[src/rtl/imsic_msi_ingress_pkg.sv]
// -----------------------------------------------------------------------------
// imsic_msi_ingress_pkg
// Shared IMSIC definitions for the embedded-mode MSI ingress path:
//   - default geometry (harts, guest files, identities, buffer depth)
//   - M / S window bases, seteipnum register offsets, page width
//   - msi_entry_t: one buffered MSI {setipnum, hart_idx, file}
//   - bswap32: byte swap used for the big-endian seteipnum register
// -----------------------------------------------------------------------------
package imsic_msi_ingress_pkg;

  localparam int NR_HARTS    = 4;
  localparam int NR_VS_FILES = 1;
  localparam int NR_SOURCES  = 64;
  localparam int FIFO_DEPTH  = 4;

  localparam logic [31:0] M_BASE_ADDR = 32'h2400_0000;
  localparam logic [31:0] S_BASE_ADDR = 32'h2800_0000;

  localparam int          IMSIC_PAGE_W     = 12;
  localparam logic [11:0] SETEIPNUM_LE_OFF = 12'h000;
  localparam logic [11:0] SETEIPNUM_BE_OFF = 12'h004;

  localparam int SETIPNUM_W = $clog2(NR_SOURCES);
  localparam int HART_W     = (NR_HARTS > 1) ? $clog2(NR_HARTS) : 1;
  localparam int FILE_W     = $clog2(NR_VS_FILES + 2);

  // File encoding: 0 = M, 1 = S, 1+g = VS guest g.
  typedef struct packed {
    logic [SETIPNUM_W-1:0] setipnum;
    logic [HART_W-1:0]     hart_idx;
    logic [FILE_W-1:0]     file;
  } msi_entry_t;

  function automatic logic [31:0] bswap32(input logic [31:0] d);
    return {d[7:0], d[15:8], d[23:16], d[31:24]};
  endfunction

endpackage

[src/rtl/imsic_msi_fifo.sv]
// -----------------------------------------------------------------------------
// imsic_msi_fifo
// Generic synchronous FIFO, power-of-two depth, synchronous active-high reset.
// Ports:
//   i_clk, i_rst        clock, synchronous reset (clears pointers and count)
//   i_push, i_data      write request / entry (ignored when full)
//   i_pop               consume head (ignored when empty)
//   o_head              entry at the head (valid when !o_empty)
//   o_full, o_empty     occupancy flags
// -----------------------------------------------------------------------------
module imsic_msi_fifo #(
  parameter type DATA_T = logic [7:0],
  parameter int  Depth  = 4
) (
  input  logic  i_clk,
  input  logic  i_rst,
  input  logic  i_push,
  input  DATA_T i_data,
  input  logic  i_pop,
  output DATA_T o_head,
  output logic  o_full,
  output logic  o_empty
);

  localparam int PTR_W = $clog2(Depth);
  localparam int CNT_W = PTR_W + 1;

  DATA_T             r_mem [Depth];
  logic [PTR_W-1:0]  r_wr_ptr;
  logic [PTR_W-1:0]  r_rd_ptr;
  logic [CNT_W-1:0]  r_count;
  logic              w_push;
  logic              w_pop;

  assign o_full  = (r_count == CNT_W'(Depth));
  assign o_empty = (r_count == CNT_W'(0));
  assign w_push  = i_push & ~o_full;
  assign w_pop   = i_pop & ~o_empty;
  assign o_head  = r_mem[r_rd_ptr];

  // Storage array; contents are meaningless while empty, so it is not reset.
  always_ff @(posedge i_clk) begin
    if (w_push) begin
      r_mem[r_wr_ptr] <= i_data;
    end
  end

  // Pointers wrap naturally because Depth is a power of two.
  always_ff @(posedge i_clk) begin
    if (i_rst) begin
      r_wr_ptr <= '0;
      r_rd_ptr <= '0;
      r_count  <= '0;
    end else begin
      if (w_push) begin
        r_wr_ptr <= r_wr_ptr + PTR_W'(1);
      end
      if (w_pop) begin
        r_rd_ptr <= r_rd_ptr + PTR_W'(1);
      end
      case ({w_push, w_pop})
        2'b10:   r_count <= r_count + CNT_W'(1);
        2'b01:   r_count <= r_count - CNT_W'(1);
        default: r_count <= r_count;
      endcase
    end
  end

endmodule

[src/rtl/imsic_msi_ingress.sv]
// -----------------------------------------------------------------------------
// imsic_msi_ingress
// MSI ingress for an embedded-mode IMSIC: decodes 32-bit MSI writes into
// {identity, hart, interrupt file}, buffers valid ones, issues one per cycle,
// and counts (saturating) writes it had to discard.
// Ports:
//   i_clk, i_rst                      clock, synchronous active-high reset
//   i_req_valid/o_req_ready           MSI write handshake
//   i_req_addr, i_req_data            write address / data
//   o_msi_valid/i_msi_ready           issue handshake for the buffered head
//   o_setipnum, o_imsic_en, o_select_file  head identity, one-hot hart, file
//   o_drop, o_drop_cnt                discard pulse and saturating count
// -----------------------------------------------------------------------------
module imsic_msi_ingress
  import imsic_msi_ingress_pkg::*;
#(
  parameter int          NrHarts   = NR_HARTS,
  parameter int          NrVSFiles = NR_VS_FILES,
  parameter int          NrSources = NR_SOURCES,
  parameter int          FifoDepth = FIFO_DEPTH,
  parameter logic [31:0] MBaseAddr = M_BASE_ADDR,
  parameter logic [31:0] SBaseAddr = S_BASE_ADDR
) (
  input  logic                           i_clk,
  input  logic                           i_rst,
  input  logic                           i_req_valid,
  output logic                           o_req_ready,
  input  logic [31:0]                    i_req_addr,
  input  logic [31:0]                    i_req_data,
  output logic                           o_msi_valid,
  input  logic                           i_msi_ready,
  output logic [$clog2(NrSources)-1:0]   o_setipnum,
  output logic [NrHarts-1:0]             o_imsic_en,
  output logic [$clog2(NrVSFiles+2)-1:0] o_select_file,
  output logic                           o_drop,
  output logic [15:0]                    o_drop_cnt
);

  localparam int PAGE_NUM_W = 32 - IMSIC_PAGE_W;
  localparam logic [PAGE_NUM_W-1:0] M_PAGE    = MBaseAddr[31:IMSIC_PAGE_W];
  localparam logic [PAGE_NUM_W-1:0] S_PAGE    = SBaseAddr[31:IMSIC_PAGE_W];
  localparam logic [PAGE_NUM_W-1:0] S_STRIDE  = PAGE_NUM_W'(NrVSFiles + 1);
  localparam logic [PAGE_NUM_W-1:0] HART_LIM  = PAGE_NUM_W'(NrHarts);

  logic [PAGE_NUM_W-1:0]   w_page;
  logic [IMSIC_PAGE_W-1:0] w_off;
  logic [PAGE_NUM_W-1:0]   w_m_hart;
  logic [PAGE_NUM_W-1:0]   w_s_rel;
  logic [PAGE_NUM_W-1:0]   w_s_hart;
  logic [PAGE_NUM_W-1:0]   w_s_guest;
  logic [PAGE_NUM_W-1:0]   w_hart;
  logic [FILE_W-1:0]       w_file;
  logic                    w_in_window;
  logic [31:0]             w_id;
  logic                    w_off_ok;
  logic                    w_msi_ok;
  logic                    w_accept;
  logic                    w_push;
  logic                    w_drop;
  msi_entry_t              w_entry;
  msi_entry_t              w_head;
  logic                    w_full;
  logic                    w_empty;
  logic                    r_drop;
  logic [15:0]             r_drop_cnt;

  assign w_page    = i_req_addr[31:IMSIC_PAGE_W];
  assign w_off     = i_req_addr[IMSIC_PAGE_W-1:0];
  assign w_m_hart  = w_page - M_PAGE;
  assign w_s_rel   = w_page - S_PAGE;
  // S window pages are laid out hart-major: NrVSFiles+1 pages (S, guests) per hart.
  assign w_s_hart  = w_s_rel / S_STRIDE;
  assign w_s_guest = w_s_rel % S_STRIDE;

  // Window select; S window sits above the M window, so it is tested first.
  always_comb begin
    w_in_window = 1'b0;
    w_hart      = '0;
    w_file      = '0;
    if (w_page >= S_PAGE) begin
      w_in_window = 1'b1;
      w_hart      = w_s_hart;
      w_file      = FILE_W'(w_s_guest + PAGE_NUM_W'(1));
    end else if (w_page >= M_PAGE) begin
      w_in_window = 1'b1;
      w_hart      = w_m_hart;
      w_file      = '0;
    end else begin
      w_in_window = 1'b0;
      w_hart      = '0;
      w_file      = '0;
    end
  end

  // Register offset selects the identity byte order.
  always_comb begin
    w_id     = i_req_data;
    w_off_ok = 1'b0;
    case (w_off)
      SETEIPNUM_LE_OFF: begin
        w_id     = i_req_data;
        w_off_ok = 1'b1;
      end
      SETEIPNUM_BE_OFF: begin
        w_id     = bswap32(i_req_data);
        w_off_ok = 1'b1;
      end
      default: begin
        w_id     = i_req_data;
        w_off_ok = 1'b0;
      end
    endcase
  end

  assign w_msi_ok = w_in_window & (w_hart < HART_LIM) & w_off_ok &
                    (w_id != 32'd0) & (w_id < 32'(NrSources));

  // Readiness reflects occupancy only; a same-cycle pop never frees a slot.
  assign o_req_ready = ~i_rst & ~w_full;
  assign w_accept    = i_req_valid & o_req_ready;
  assign w_push      = w_accept & w_msi_ok;
  assign w_drop      = w_accept & ~w_msi_ok;

  assign w_entry.setipnum = w_id[SETIPNUM_W-1:0];
  assign w_entry.hart_idx = w_hart[HART_W-1:0];
  assign w_entry.file     = w_file;

  imsic_msi_fifo #(
    .DATA_T (msi_entry_t),
    .Depth  (FifoDepth)
  ) u_fifo (
    .i_clk   (i_clk),
    .i_rst   (i_rst),
    .i_push  (w_push),
    .i_data  (w_entry),
    .i_pop   (o_msi_valid & i_msi_ready),
    .o_head  (w_head),
    .o_full  (w_full),
    .o_empty (w_empty)
  );

  assign o_msi_valid = ~w_empty;

  // Head fields are forced to zero when nothing is queued.
  always_comb begin
    o_setipnum    = '0;
    o_select_file = '0;
    o_imsic_en    = '0;
    if (o_msi_valid) begin
      o_setipnum    = w_head.setipnum;
      o_select_file = w_head.file;
      o_imsic_en    = NrHarts'(1) << w_head.hart_idx;
    end else begin
      o_setipnum    = '0;
      o_select_file = '0;
      o_imsic_en    = '0;
    end
  end

  // Drop pulse and saturating drop counter.
  always_ff @(posedge i_clk) begin
    if (i_rst) begin
      r_drop     <= 1'b0;
      r_drop_cnt <= 16'd0;
    end else begin
      r_drop <= w_drop;
      if (w_drop && (r_drop_cnt != 16'hFFFF)) begin
        r_drop_cnt <= r_drop_cnt + 16'd1;
      end
    end
  end

  assign o_drop     = r_drop;
  assign o_drop_cnt = r_drop_cnt;

endmodule

[config.mk]
export PLATFORM = sky130hd
export DESIGN_NAME = imsic_msi_ingress
export DESIGN_NICKNAME = d
export VERILOG_FILES = /design/src/rtl/imsic_msi_ingress_pkg.sv /design/src/rtl/imsic_msi_fifo.sv /design/src/rtl/imsic_msi_ingress.sv
export SDC_FILE = /design/constraint.sdc
export NUM_CORES = 1
export LEC_CHECK = 0
export CAP_MARGIN = 20
export CORE_MARGIN = 1.5
export CORE_UTILIZATION = 25
export CTS_CLUSTER_DIAMETER = 200
export DETAILED_ROUTE_END_ITERATION = 16
export SLEW_MARGIN = 15
export SYNTH_ARGS = -nofsm -noshare
export SYNTH_HDL_FRONTEND = slang
export SYNTH_SLANG_ARGS = --single-unit
export TNS_END_PERCENT = 50
[constraint.sdc]
create_clock -name i_clk -period 8.9 [get_ports i_clk]
set_input_delay 2.225 -clock i_clk [delete_from_list [all_inputs] [get_ports i_clk]]
set_output_delay 2.225 -clock i_clk [all_outputs]
set_load 0.05 [all_outputs]
==> impl_metrics.tcl, run 1 <==
set metrics [dict create \
    die_area_mm2 0.0143 \
    async_flop_share_pct 0 \
    synth.distinct_cells 50 \
    antenna_cells 0 \
    cp.required_ps 6680 \
    antenna_found_initial 0 \
    routedWlPerCell_um 14.7 \
    rows 42 \
    die_w_um 120 \
    clock_latency_ps 330 \
    power_uw 703 \
    p_leak_uw 0.00157 \
    grt_max_degree 36 \
    critPathMaxFanout 20 \
    critPathSlowestCell "clkdlybuf4s50_1" \
    ios 99 \
    ys.flop_type "edfxtp_1" \
    grt_pass1_vias 2731 \
    p_per_area_mw_per_mm2 146 \
    drt_iter0_drc 107 \
    path_common_cell "clkdlybuf4s50_1" \
    grt_usage_pct 12.1 \
    hold_viol 0 \
    grt_pass1_wl_um 13400 \
    io_buffers 98 \
    viasPerCell 4.72 \
    root_buffer "clkbuf_16" \
    synth.net_count 367 \
    min_path_type "reg2reg" \
    crit_path_end_kind "output pin" \
    rsz0062_at_grt "no" \
    crit_arrival_ps 4270 \
    max_slew_margin_pct 52.6 \
    ys_ff_latch 66 \
    cts_made_buffers 9 \
    path_buf_inv 2 \
    wl_um 8340 \
    yosysWarnings 0 \
    period_minus_slack_ps 6490 \
    maxSlewViolCount 0 \
    drcViolationCount 0 \
    cts_tree "built" \
    ant_nets 0 \
    path_class "in2out" \
    netlist.area_leader.share_pct 35.3 \
    clk_path_buf_depth 2 \
    cp_slowest_stage_delay_ps 860 \
    worst_pin_slew_ps 710 \
    synthTopCellsByCount "edfxtp_1, dfxtp_1, nand2_1, nor2_1, and2_1" \
    fin_skew_ps 5.63 \
    die_h_um 120 \
    status "complete, no violations" \
    start_util_pct 25.7 \
    ys_seq_area_share_pct 50.7 \
    dr_total_vias 2669 \
    netlist_top_cells_area "edfxtp_1, dfxtp_1, mux4_2" \
    synth_edf_count 40 \
    grt_overflow 0 \
    cts_resized 0 \
    drive_gt1_share_pct 11.8 \
    clock-sinks 66 \
    drt_first_pass_iters 4 \
    postCtsHoldBufs 0 \
    cts_setup_buffers 0 \
    yosys.area.top_type "edfxtp_1" \
    nets 465 \
    tns_ps 0 \
    routabilityCongestion 0.832 \
    fmax_mhz 154 \
    rrSetupSlack_ps 6460 \
    synth.most_common_cell "edfxtp_1" \
    peakVddDrop_v 0.0000781 \
    dp_hpwl_um 6320 \
    setup_viol 0 \
    avgSynthCellArea_um2 11.8 \
    cts.htree.levels 3 \
    crit_family "buffers and inverters" \
    postLayoutCoreUtil_pct 36.3 \
    core_mm2 0.0132 \
    finalCritPeriodShare_pct 72.9 \
    clkTransAtPathRegs_ps 50 \
    maxCapViolations 0 \
    syn_inst 287 \
    critPathLaunchType "primary input" \
    syn2layout_area_growth_pct 41.6 \
    crit_path_cell_trace "clkdlybuf4s50_1 -> a31oi_1 -> clkdlybuf4s50_1" \
    syn_area_mm2 0.00340 \
]
-- worst register-to-register path, stage by stage, from the launching register on --
cell and delay (ps):
dfxtp_1 330, nor3_1 420, inv_1 300, and2_1 290
ha_1 230, inv_1 80, fa_1 180, xor2_1 70
or3_1 310, a21oi_1 140
-- layout by cell type, fill, tap and decap left out, types with 3 or more instances in the layout --
cell and instances:
edfxtp_1 40, mux2i_1 5, or4_1 8, and2_1 13
dfxtp_1 26, inv_1 11, nand3_1 8, ha_1 11
nor3_1 7, nor4_2 5, or3_1 6, clkinvlp_4 4
o21ai_0 7, xor2_1 3, a21oi_1 11, nor4_1 9
nor2_1 15, nand2_1 20, mux2_2 6, clkdlybuf4s50_1 98
mux4_2 10, nand4_1 6, clkbuf_16 9, o31ai_1 5
and3_1 7, nor2b_1 4
-- area by class of cell --
type                       count  area, um2
inverter                      13       48.8
clock buffer                  10        229
tap                          176        220
clock inverter                 6       43.8
multi-input combinational    197       1570
fill                        1350       8430
timing repair buffer          98        981
sequential                    66       1720
-- per-layer routing --
metal / vias to the layer above / global-route usage (%) / wire length (um)
li1: 1296 / - / -
met4: 0 / 4.32 / 135
met2: 85 / 20.5 / 4160
met1: 1278 / 14.7 / 3560
met5: - / 0 / 0
met3: 10 / 3.28 / 493
-- registers in the layout, indices dropped and copies added, names as in the netlist, named ones only --
name             cells
u_fifo.r_wr_ptr      2
u_fifo.r_count       3
u_fifo.r_mem        40
o_drop               1
u_fifo.r_rd_ptr      2
o_drop_cnt          16
-- where the power goes --
group | switching (uW) | leakage (uW) | total (uW) | internal, uW
combinational | 25.8 | 0.000881 | 61.0 | 35.2
clock | 128 | 0.000121 | 316 | 188
sequential | 0.873 | 0.000565 | 326 | 325
total | 155 | 0.00157 | 703 | 548
-- through the flow --
stage	hold slack (ps)	std cells	setup WS [ps]	cell area (um2)
after floorplan	468	287	3590	3400
after global placement	472	550	2400	4540
after detailed placement	489	550	2370	4540
after CTS	496	566	2370	4810
after global routing	531	566	2270	4810
final	494	566	2410	4810
-- logic make-up after synthesis --
logic type / Yosys count / synth area share, %
simple gates: 119 / 21.6
flops: 66 / 50.7
compound gates: 38 / 7.84
buf+inv: 24 / 3.20
mux: 23 / 10.8
fa+ha+maj: 12 / 4.64
xor+xnor: 5 / 1.29
-- worst paths after layout --
path / from / end / depth (start not counted)
max reg2reg: u_fifo.r_count[2] / u_fifo.r_count[2] / 9
max: i_rst / o_req_ready / 3
min reg2reg: o_drop_cnt[12] / o_drop_cnt[12] / 2
min: o_drop_cnt[12] / o_drop_cnt[12] / 2
No activity file was read; power rests on OpenSTA's default activity.
==> run 2, diff against run 1 <==
clock period = 5.95 ns   (was 8.9 ns; I/O delays follow)
==> run 2 against run 1 <==
  * Clock skew down 0.73 ps
  * Count of clock-buffer cells in the layout rose by 1
  * Power rose by 56%
  * Combinational power up 51%
  * Final cell count grew 0.18%
  * Cell area increased by 0.68%
  * Sequential power rose by 50%
  * Non-clock buffer count is 1 higher
  * First-iteration DRC count up 16%
  * Global-route usage is 0.11 points higher
  * Wire length rose by 0.90%
  * Largest cell class unchanged
  * Largest power group is now clock
==> impl_metrics.tcl, run 2 (synthesis results as in run 1) <==
set metrics [dict create \
    critPathSlowestCell "clkdlybuf4s50_1" \
    dr_total_vias 2679 \
    p_clk_share_pct 47.3 \
    antenna_found_initial 0 \
    maxSlewViolCount 0 \
    die_w_um 120 \
    routedWlPerCell_um 14.8 \
    clock_latency_ps 330 \
    syn2layout_area_growth_pct 42.6 \
    path_class "in2out" \
    cts_setup_buffers 0 \
    root_buffer "clkbuf_16" \
    final_area_mm2 0.00484 \
    placed_area_mm2 0.00455 \
    p_switching_uw 226 \
    fmax_mhz 212 \
    grt_max_degree 36 \
    period_minus_slack_ps 4720 \
    min_path_type "reg2reg" \
    cp_slowest_stage_delay_ps 860 \
    nets 466 \
    p_comb_share_pct 8.4 \
    status "complete, no violations" \
    crit_arrival_ps 3240 \
    cp.required_ps 4460 \
    clk_path_buf_depth 2 \
    peakVddDrop_v 0.000132 \
    grt_usage_pct 12.2 \
    grt_pass1_wl_um 13500 \
    start_util_pct 25.7 \
    postCtsHoldBufs 0 \
    rsz0062_at_grt "no" \
    cts_made_buffers 9 \
    cts_tree "built" \
    postLayoutCoreUtil_pct 36.6 \
    most-common-layout-cells "clkdlybuf4s50_1, edfxtp_1, dfxtp_1" \
    drt_iter0_drc 124 \
    critPathLaunchType "primary input" \
    dp_hpwl_um 6380 \
    tns_ps 0 \
    finalCritPeriodShare_pct 79.4 \
    dp.cells 551 \
    hold_viol 0 \
    crit_path_cell_trace "clkdlybuf4s50_1 -> buf_4 -> a31oi_1 -> clkdlybuf4s50_1" \
    p_int_uw 873 \
    clock-sinks 66 \
    die_h_um 120 \
    fin_skew_ps 4.90 \
    crit_path_end_kind "output pin" \
    grt_pass1_vias 2728 \
    clkTransAtPathRegs_ps 50 \
    critPathMaxFanout 20 \
    drcViolationCount 0 \
    seq_power_share_pct 44.4 \
    die_area_mm2 0.0143 \
    worst_pin_slew_ps 694 \
    cts_resized 0 \
    regMostFlops "u_fifo.r_mem" \
    p_leak_uw 0.00159 \
    fin_cells 567 \
    io_buffers 98 \
    viasPerCell 4.72 \
    ant_nets 0 \
    max_slew_margin_pct 53.7 \
    antenna_cells 0 \
    grt_overflow 0 \
    maxCapViolations 0 \
    largest_reg_flops 40 \
    drt_first_pass_iters 6 \
    p_per_area_mw_per_mm2 227 \
    ios 99 \
    core_mm2 0.0132 \
    cts.htree.levels 3 \
    wl_um 8420 \
    path_common_cell "clkdlybuf4s50_1" \
    rrSetupSlack_ps 3510 \
    setup_viol 0 \
    drive_gt1_share_pct 12.0 \
    switching_share_pct 20.6 \
    rows 42 \
    routabilityCongestion 0.862 \
    final_common_cell "clkdlybuf4s50_1" \
]
## run 2: cell types whose count changed in the layout (fill, tap and decap cells not counted)
cell / before / now
buf_4: 0 / 1
bufinv_16: 0 / 1
clkbuf_8: 0 / 1
clkinv_2: 1 / 2
clkinv_4: 1 / 0
clkinvlp_4: 4 / 2
## run 2: per-layer routing
| metal | routed length, um | global-route usage (%) |
|---|---|---|
| met2 | 4150 | 21.0 |
| met3 | 505 | 3.42 |
| met1 | 3630 | 14.5 |
| met4 | 131 | 4.46 |
| met5 | 0 | 0 |
## run 2: cell type report
| class | instances | area (um2) |
|---|---|---|
| inverter | 13 | 48.8 |
| timing repair buffer | 99 | 988 |
| clock buffer | 11 | 243 |
| tap | 176 | 220 |
| clock inverter | 5 | 55.1 |
| multi-input combinational | 197 | 1570 |
| sequential | 66 | 1720 |
| fill | 1294 | 8400 |
## run 2: worst max-delay path: cells and delay by family
family,cells,cell delay [ps]
AOI/OAI and AO/OA,1,280
buffers and inverters,3,1460
## run 2: power groups by stage
stage | registers [uW] | clock network (uW) | logic [uW]
floorplan | 502 | 0 | 25.0
global placement | 497 | 0 | 90.8
detailed placement | 497 | 0 | 92.7
CTS | 488 | 536 | 93.0
global route | 488 | 553 | 99.4
finish | 488 | 520 | 92.0
## run 2: final timing paths
check,startpoint,end,depth (start not counted)
max,i_rst,o_req_ready,4
min,o_drop_cnt[12],o_drop_cnt[12],2
max reg2reg,u_fifo.r_count[2],u_fifo.r_count[2],9
min reg2reg,o_drop_cnt[12],o_drop_cnt[12],2
## run 2: metrics by stage
stage	hold slack, ps	power [uW]	setup slack (ps)
final	497	1100	1230
after global placement	475	588	1200
after CTS	499	1120	1210
after global routing	519	1140	1150
after floorplan	468	527	2000
after detailed placement	491	590	1110
